`src/rtl/seg7_pkg.sv`:
```
// seg7_pkg: shared constants for the 2-digit 7-segment scan display.
//   Segment patterns are {g,f,e,d,c,b,a}, bit0 = a, active-high.
//   Digit enables are one-hot: bit0 = ones digit, bit1 = tens digit.
package seg7_pkg;

  localparam logic [6:0] SEG_0     = 7'h3F;
  localparam logic [6:0] SEG_1     = 7'h06;
  localparam logic [6:0] SEG_2     = 7'h5B;
  localparam logic [6:0] SEG_3     = 7'h4F;
  localparam logic [6:0] SEG_4     = 7'h66;
  localparam logic [6:0] SEG_5     = 7'h6D;
  localparam logic [6:0] SEG_6     = 7'h7D;
  localparam logic [6:0] SEG_7     = 7'h07;
  localparam logic [6:0] SEG_8     = 7'h7F;
  localparam logic [6:0] SEG_9     = 7'h6F;
  localparam logic [6:0] SEG_DASH  = 7'h40;
  localparam logic [6:0] SEG_BLANK = 7'h00;

  localparam logic [1:0] DIG_OFF  = 2'b00;
  localparam logic [1:0] DIG_ONES = 2'b01;
  localparam logic [1:0] DIG_TENS = 2'b10;

  // Which digit the scan is currently serving.
  typedef enum logic {
    SLOT_ONES = 1'b0,
    SLOT_TENS = 1'b1
  } slot_e;

  // Applies pin polarity to an active-high segment pattern.
  function automatic logic [6:0] seg_polarity(input logic [6:0] seg_hi,
                                              input logic       active_low);
    return active_low ? ~seg_hi : seg_hi;
  endfunction

endpackage

```
`src/rtl/bcd_to_seg7.sv`:
```
// bcd_to_seg7: combinational BCD nibble to 7-segment pattern decoder.
//   nibble : 4-bit BCD digit in
//   seg    : active-high {g,f,e,d,c,b,a}; codes 10..15 show a dash (g only)
module bcd_to_seg7
  import seg7_pkg::*;
(
  input  logic [3:0] nibble,
  output logic [6:0] seg
);

  always_comb begin
    seg = SEG_DASH;
    unique case (nibble)
      4'd0:    seg = SEG_0;
      4'd1:    seg = SEG_1;
      4'd2:    seg = SEG_2;
      4'd3:    seg = SEG_3;
      4'd4:    seg = SEG_4;
      4'd5:    seg = SEG_5;
      4'd6:    seg = SEG_6;
      4'd7:    seg = SEG_7;
      4'd8:    seg = SEG_8;
      4'd9:    seg = SEG_9;
      default: seg = SEG_DASH;
    endcase
  end

endmodule

```
`src/rtl/seg7_scan2.sv`:
```
// seg7_scan2: time-multiplexed driver for a common-segment 2-digit
// 7-segment display fed by a packed 2-digit BCD counter.
//   clk    : system clock, rising edge
//   reset  : asynchronous, active-low
//   bcd_in : [7:4] tens, [3:0] ones; sampled only at frame boundaries
//   lzb    : blank the tens digit when it is zero (live, not captured)
//   seg    : registered segment pattern {g,f,e,d,c,b,a}
//   dig    : registered one-hot digit enable, bit0 = ones, bit1 = tens
//   frame  : registered one-cycle pulse following each bcd_in capture
module seg7_scan2
  import seg7_pkg::*;
#(
  parameter int unsigned SCAN_DIV       = 4,
  parameter int unsigned BLANK_GAP      = 1,
  parameter int unsigned SEG_ACTIVE_LOW = 0
) (
  input  logic       clk,
  input  logic       reset,
  input  logic [7:0] bcd_in,
  input  logic       lzb,
  output logic [6:0] seg,
  output logic [1:0] dig,
  output logic       frame
);

  localparam int unsigned    CNT_W    = $clog2(SCAN_DIV);
  localparam logic [CNT_W-1:0] CNT_LAST = CNT_W'(SCAN_DIV - 1);
  localparam logic           ACT_LOW  = (SEG_ACTIVE_LOW != 0);
  localparam logic           GAP_EN   = (BLANK_GAP != 0);
  // Pin level of an unlit digit.
  localparam logic [6:0]     SEG_IDLE = ACT_LOW ? ~SEG_BLANK : SEG_BLANK;

  logic [CNT_W-1:0] cnt_q, cnt_d;
  slot_e            sel_q, sel_d;
  logic [7:0]       shadow_q, shadow_d;
  logic [6:0]       seg_q, seg_d;
  logic [1:0]       dig_q, dig_d;
  logic             frame_q, frame_d;

  logic             wrap;
  logic             capture;
  logic             gap;
  logic             lz_blank;
  logic [3:0]       nibble;
  logic [6:0]       glyph;
  logic [6:0]       seg_hi;

  // Scan timing and frame capture.
  always_comb begin
    wrap     = (cnt_q == CNT_LAST);
    // The frame ends when the tens slot finishes; capturing here keeps
    // both digits of one frame showing the same count.
    capture  = wrap && (sel_q == SLOT_TENS);
    cnt_d    = wrap ? '0 : cnt_q + CNT_W'(1);
    sel_d    = sel_q;
    if (wrap) begin
      sel_d = (sel_q == SLOT_ONES) ? SLOT_TENS : SLOT_ONES;
    end
    shadow_d = capture ? bcd_in : shadow_q;
    frame_d  = capture;
  end

  assign nibble = (sel_q == SLOT_TENS) ? shadow_q[7:4] : shadow_q[3:0];

  bcd_to_seg7 u_dec (
    .nibble (nibble),
    .seg    (glyph)
  );

  // Digit enable, blanking and pin polarity.
  always_comb begin
    // First cycle of each slot is dark so the previous digit's segments
    // cannot ghost onto the newly enabled digit.
    gap      = GAP_EN && (cnt_q == '0);
    lz_blank = (sel_q == SLOT_TENS) && lzb && (shadow_q[7:4] == 4'd0);

    dig_d  = (sel_q == SLOT_TENS) ? DIG_TENS : DIG_ONES;
    seg_hi = glyph;
    if (lz_blank) begin
      seg_hi = SEG_BLANK;
    end
    if (gap) begin
      dig_d  = DIG_OFF;
      seg_hi = SEG_BLANK;
    end
    seg_d = seg_polarity(seg_hi, ACT_LOW);
  end

  always_ff @(posedge clk or negedge reset) begin
    if (!reset) begin
      cnt_q    <= '0;
      sel_q    <= SLOT_ONES;
      shadow_q <= 8'h00;
      seg_q    <= SEG_IDLE;
      dig_q    <= DIG_OFF;
      frame_q  <= 1'b0;
    end else begin
      cnt_q    <= cnt_d;
      sel_q    <= sel_d;
      shadow_q <= shadow_d;
      seg_q    <= seg_d;
      dig_q    <= dig_d;
      frame_q  <= frame_d;
    end
  end

  assign seg   = seg_q;
  assign dig   = dig_q;
  assign frame = frame_q;

endmodule

```
`config.mk`:
```
export PLATFORM = sky130hd
export DESIGN_NAME = seg7_scan2
export DESIGN_NICKNAME = d
export VERILOG_FILES = /design/src/rtl/seg7_pkg.sv /design/src/rtl/bcd_to_seg7.sv /design/src/rtl/seg7_scan2.sv
export SDC_FILE = /design/constraint.sdc
export NUM_CORES = 1
export LEC_CHECK = 0
export ABC_AREA = 1
export CAP_MARGIN = 20
export CORE_ASPECT_RATIO = 0.9
export CORE_UTILIZATION = 45
export DETAILED_ROUTE_END_ITERATION = 8
export PLACE_DENSITY = 0.8
export SLEW_MARGIN = 10
export SYNTH_ARGS = -nofsm -noshare
export SYNTH_HDL_FRONTEND = slang
export SYNTH_SLANG_ARGS = --single-unit
```
`constraint.sdc`:
```
create_clock -name clk -period 1.4 [get_ports clk]
set_input_delay 0.35 -clock clk [delete_from_list [all_inputs] [get_ports clk]]
set_output_delay 0.35 -clock clk [all_outputs]
set_load 0.01 [all_outputs]
```
After elaboration in Yosys (flattened, before gate mapping)

Memories as Yosys holds them, arrays and structs flattened.
Cells that the tools add are included.

$add $sub $neg: 1
Eq/ne operators: 1
Multiplexer cells: 7
Reduce and logical (&&, ||, !) cells: 5

Operator list:

| kind                | number |
|---|---|
| $mux 7              | 2 |
| $mux 2              | 3 |
| $logic_not 4->1     | 1 |
| $mux 4              | 1 |
| $logic_and 1x1->1   | 3 |
| $add 2x1->2 const B | 1 |
| $eq 2x2->1 const B  | 1 |
| $logic_not 2->1     | 1 |
| $mux 1              | 1 |

Flip-flop bits (word level): 21
ROM bits: 112
Output and inout bits: 10
Memories kept: 1

Memory list:

| name            | depth | bits a word | read ports | clocked after Yosys merged registers in | wr ports | line              | text |
|---|---|---|---|---|---|---|---|
| (no name shown) | 16    | 7           | 1          | 0                                       | 0        | bcd_to_seg7.sv:13 | `unique case (nibble)` |

Longest topological paths before layout

Gate-level depths: netlist of run 1.

Word-level depth: 4
Gate-level depth with buffers: 10

Modules after synthesis

Synthesis of run 1 repeated with hierarchy kept, for this count alone.

Cells, all modules: 140
Area, all modules: 1083.5 um^2

By module, submodules not included:

| module      | times used | cells an instance | area an instance (um^2) |
|---|---|---|---|
| seg7_scan2  | 1          | 104               | 890.9 |
| bcd_to_seg7 | 1          | 36                | 192.7 |

Worst setup path after synthesis of run 1

Ideal clock, no wire load.

Path kind: reg-to-reg
Start point: reg sel_q
End point: reg seg_q[3], in the netlist seg[3]
Arrival time: 1.261 ns
Data required time: 1.329 ns
Setup slack: 0.068 ns
Cell stages (with the launch flop): 10
Buffers on the path: 1
Cells stage by stage: dfrtp_1 buf_6 nand2_1 nand2_2 inv_1 ha_1 nand3b_1 nand2_1 nor2_1 nor2_1

Cells in the longest elaborated chain, start to end: 4
Elaborated cells on any way between the ends: 6
Classes of those cells: mux: 3; reduce/logical: 2; memory: 1

Ends and longest elaborated chain:

| what                                              | line                               | text |
|---|---|---|
| start, declared                                   | seg7_scan2.sv:34                   | `slot_e sel_q, sel_d;` |
| start signal, assigned                            | seg7_scan2.sv:99                   | `sel_q <= sel_d;` |
| $mux 4 or $logic_and 1x1->1 (tied branches)       | seg7_scan2.sv:63, seg7_scan2.sv:75 |  |
| $mem_v2 16x7 or $logic_and 1x1->1 (tied branches) | -                                  |  |
| $mux 7 (*)                                        | seg7_scan2.sv:79                   | `if (lz_blank) begin` |
| $mux 7 (*)                                        | seg7_scan2.sv:82                   | `if (gap) begin` |
| named net seg_d[3]                                | seg7_scan2.sv:36                   | `logic [6:0] seg_q, seg_d;` |
| end signal, assigned                              | seg7_scan2.sv:101                  | `seg_q <= seg_d;` |
| end, declared                                     | seg7_scan2.sv:36                   |  |

The timed path passes the listed nets; every way through them passes the cells marked *.
A chain may end at the register's enable or synchronous reset.

Worst setup path after layout of run 1

Same ends and word-level chain as after synthesis.

==> metrics.csv, run 1 <==
stage;metric;value;unit
cts;clk slew on worst S/H paths;0.12;ns
sta;fmax;725.2;MHz
detailed_routing;Final ANT Viol Nets;0;
die;height of the die;47.85;µm
run;max-cap violations;0;
detailed_routing;DRC;0;
cts;CTS Buf Count;3;
critical_path;Worst EP required;1.63;ns
cts;H-tree depth;1;
synth;xor/xnor cell area share of the yosys netlist;0;%
sta;worst rel slew slack;82.47;%
die;Core ar.;0.002182;mm²
global_route;largest net degree at the start of global routing;22;
die;DIE AREA;0.002533;mm²
synth;Synth Area in Adders;7.143;%
sta;Setup TNS Final;0;ns
synth;largest family of logic cells by synthesized area;simple AND/OR/NAND/NOR gates;
cts;CTS tree;built;
final_layout;nets;171;
global_route;global route overflow;0;
global_route;global routing met3 resource utilization;4.127;%
synth;Synth Area in Compound Gates;6.190;%
cts;clock tree buffer depth;2;
synth;Post-synth EDFFs;0;
synth;ys async rst share;100.0;%
placed_design;IO buf count;20;
critical_path;Setup crit start kind;register;
die;Initial Util;48.17;%
cts;root buffer cell;clkbuf_4;
critical_path;critical path type;register to register;
die;row count;16;
sta;Finish-stage setup viols;0;
sta;Tcrit/Tclk final;98.50;%
die;Top Ports;21;
synth;top_reg_cell synth;dfrtp_1;
synth;Syn Inst Count;124;
cts;worst skew pair latency;0.30;ns
critical_path;CP Max Fanout;7;
detailed_routing;Vias;808;
final_layout;Syn-to-layout area delta;31.67;%
pwr;worst ir drop on vdd;520.5;µV
detailed_routing;final WL;1872;µm
sta;worst slew pin tran;0.2629;ns
synth;ranking of synthesized cells by area;dfrtp_1, nand2_1, ha_1;
synth;Post-Synth Simple-Gate Area;27.98;%
synth;top cell type's share of synthesized area;50.00;%
final_layout;Multi-input gate area;478.0;µm²
detailed_routing;drt via density;4.489;
placed_design;worst slack at placement;0.02023;ns
die;die width;52.94;µm
global_route;first-pass GRT wire length;2987;µm
cts;hold buffers post-CTS;0;
sta;final hold violation count;0;
global_route;number of global-route vias before repair;761;
detailed_routing;drt first pass iters;4;
global_route;met2 usage;31.14;%
pwr;Pwr Density;765.1;mW/mm²
hold_path;Tightest Hold Check Type;input port to async pin;
critical_path;Arrival @ worst endpoint;1.61;ns
final_layout;non-filler cells, final;180;
placed_design;GP Congestion;0.8563;
placed_design;Cells after DPL;174;
detailed_routing;Wirelength per Cell;10.40;µm
sta;RSZ-0062 raised after global routing;yes;
final_layout;Fillers;196;
final_layout;register area;526.8;µm²
cts;Sink Count;21;
synth;most common cell in the netlist;nand2_1;
outcome;outcome;complete, no violations;
pwr;Lkg Pwr;0.7670;nW
final_layout;# diodes;0;
synth;synthesized area per cell;8.476;µm²
global_route;antenna violations before repair;0;
global_route;grt met1 use;17.76;%
synth;multiplexer share of the synthesized area;0;%
sta;final slew viol count;0;
synth;#FFs+latches synth;21;
detailed_routing;initial drt markers;2;
sta;hold slack;0.3674;ns
sta;worst setup slack after layout;0.02104;ns
placed_design;HPWL Detailed;1388;µm
global_route;global route hottest layer;met2;
synth;syn_nets;141;
synth;Cell variety after synth;18;
global_route;Total GRT Usage;16.30;%
synth;Post-synth top cells;nand2_1, dfrtp_1, nor2_1, inv_1, ha_1;
sta;shortest period the worst path allows;1.379;ns
sta;clock skew;0.008092;ns
final_layout;fraction of layout cells with a size suffix above 1;23.53;%
synth;Seq/Total Area, Yosys;50.00;%
critical_path;CP endpoint kind;register;
synth;synthesized cell area;0.001051;mm²
synth;post-synth top area cell;dfrtp_1;
synth;Synthesis Warnings;0;
[registers in the layout (all words and copies together) (netlist names)]
signal	count
cnt_q	2
seg	7
frame	1
shadow_q	8
dig	2
sel_q	1
[placed cells by master, fill, tap and decap left out]
cell type	n
buf_4	6
buf_6	1
clkbuf_1	1
clkbuf_4	3
clkdlybuf4s50_1	10
dfrtp_1	20
dfrtp_2	1
dlygate4sd2_1	10
ha_1	4
ha_2	1
ha_4	1
inv_1	15
inv_2	5
nand2_1	28
nand2_2	8
nand2_4	3
nand3_1	2
nand3_2	2
nand3b_1	1
nor2_1	19
nor2_4	1
nor3_2	1
o21ai_0	5
o21ai_1	2
o21ai_2	2
o21ai_4	1
[path summary, 6_finish.rpt]
kind,start,slack [ns],endpoint,depth (start not counted)
max,sel_q$_DFFE_PN0N_,0.02,seg[3]$_DFF_PN0_,9
min,reset,0.37,seg[6]$_DFF_PN0_,2
max reg2reg,sel_q$_DFFE_PN0N_,0.02,seg[3]$_DFF_PN0_,9
min reg2reg,cnt_q[0]$_DFF_PN0_,0.46,cnt_q[0]$_DFF_PN0_,1
max in group asynchronous,reset,0.80,sel_q$_DFFE_PN0N_,2
min in group clk,cnt_q[0]$_DFF_PN0_,0.46,cnt_q[0]$_DFF_PN0_,1
[repair_timing]
action,in CTS,in global routing
pin swaps,0,7
endpoints found under the setup margin,11,6
setup buffers,0,2
gates resized for setup,11,15
[power breakdown]
group	switching (W)	total, W	leakage (nW)	internal [W]
Sequential	0.00000752	0.000628	0.272	0.000620
Clock	0.000180	0.000291	0.0150	0.000111
Combinational	0.0000761	0.000140	0.480	0.0000641
Total	0.000264	0.00106	0.767	0.000795
[worst max-delay path, stage by stage (launching register included)]
cell	delay (ns)
dfrtp_2	0.48
inv_2	0.10
nand2_2	0.05
nand2_2	0.10
inv_2	0.06
ha_4	0.15
nand3b_1	0.14
nand2_1	0.09
nor2_1	0.05
nor2_1	0.09
[cell type report]
cell class	count	area share (%)
tap	27	2.441
sequential	21	38.07
multi-input combinational	81	34.54
clock buffer	4	1.899
timing repair buffer	27	17.63
inverter	20	5.425
[per-stage QoR]
step,utilization (%),area (µm²),power [W]
6_report,63.42,1384,0.001059
5_1_grt,63.42,1384,0.001110
4_1_cts,60.55,1321,0.001054
3_5_place_dp,59.86,1306,0.0007621
3_3_place_gp,59.86,1306,0.0007566
2_1_floorplan,-,1051,0.0007045
[metal layers]
| metal | vias up | part of all wire [%] |
|---|---|---|
| met5 | - | 0 |
| met4 | 0 | 0 |
| met3 | 0 | 5.7 |
| met2 | 26 | 51 |
| met1 | 355 | 43 |
| li1 | 427 | - |
[logic make-up (layout without fill, tap and decap cells)]
kind of cell,after synthesis,count (layout)
compound gates,10,10
fa+ha+maj,6,6
buf+inv,22,51
flops,21,21
simple gates,65,65
(Power assumes the default switching activity.)
==> run 2: changes to the inputs <==
Settings changed: SLEW_MARGIN 10 to not set.
==> results of run 2 <==
Final layout, timing and power as in run 1 (identical DEF).
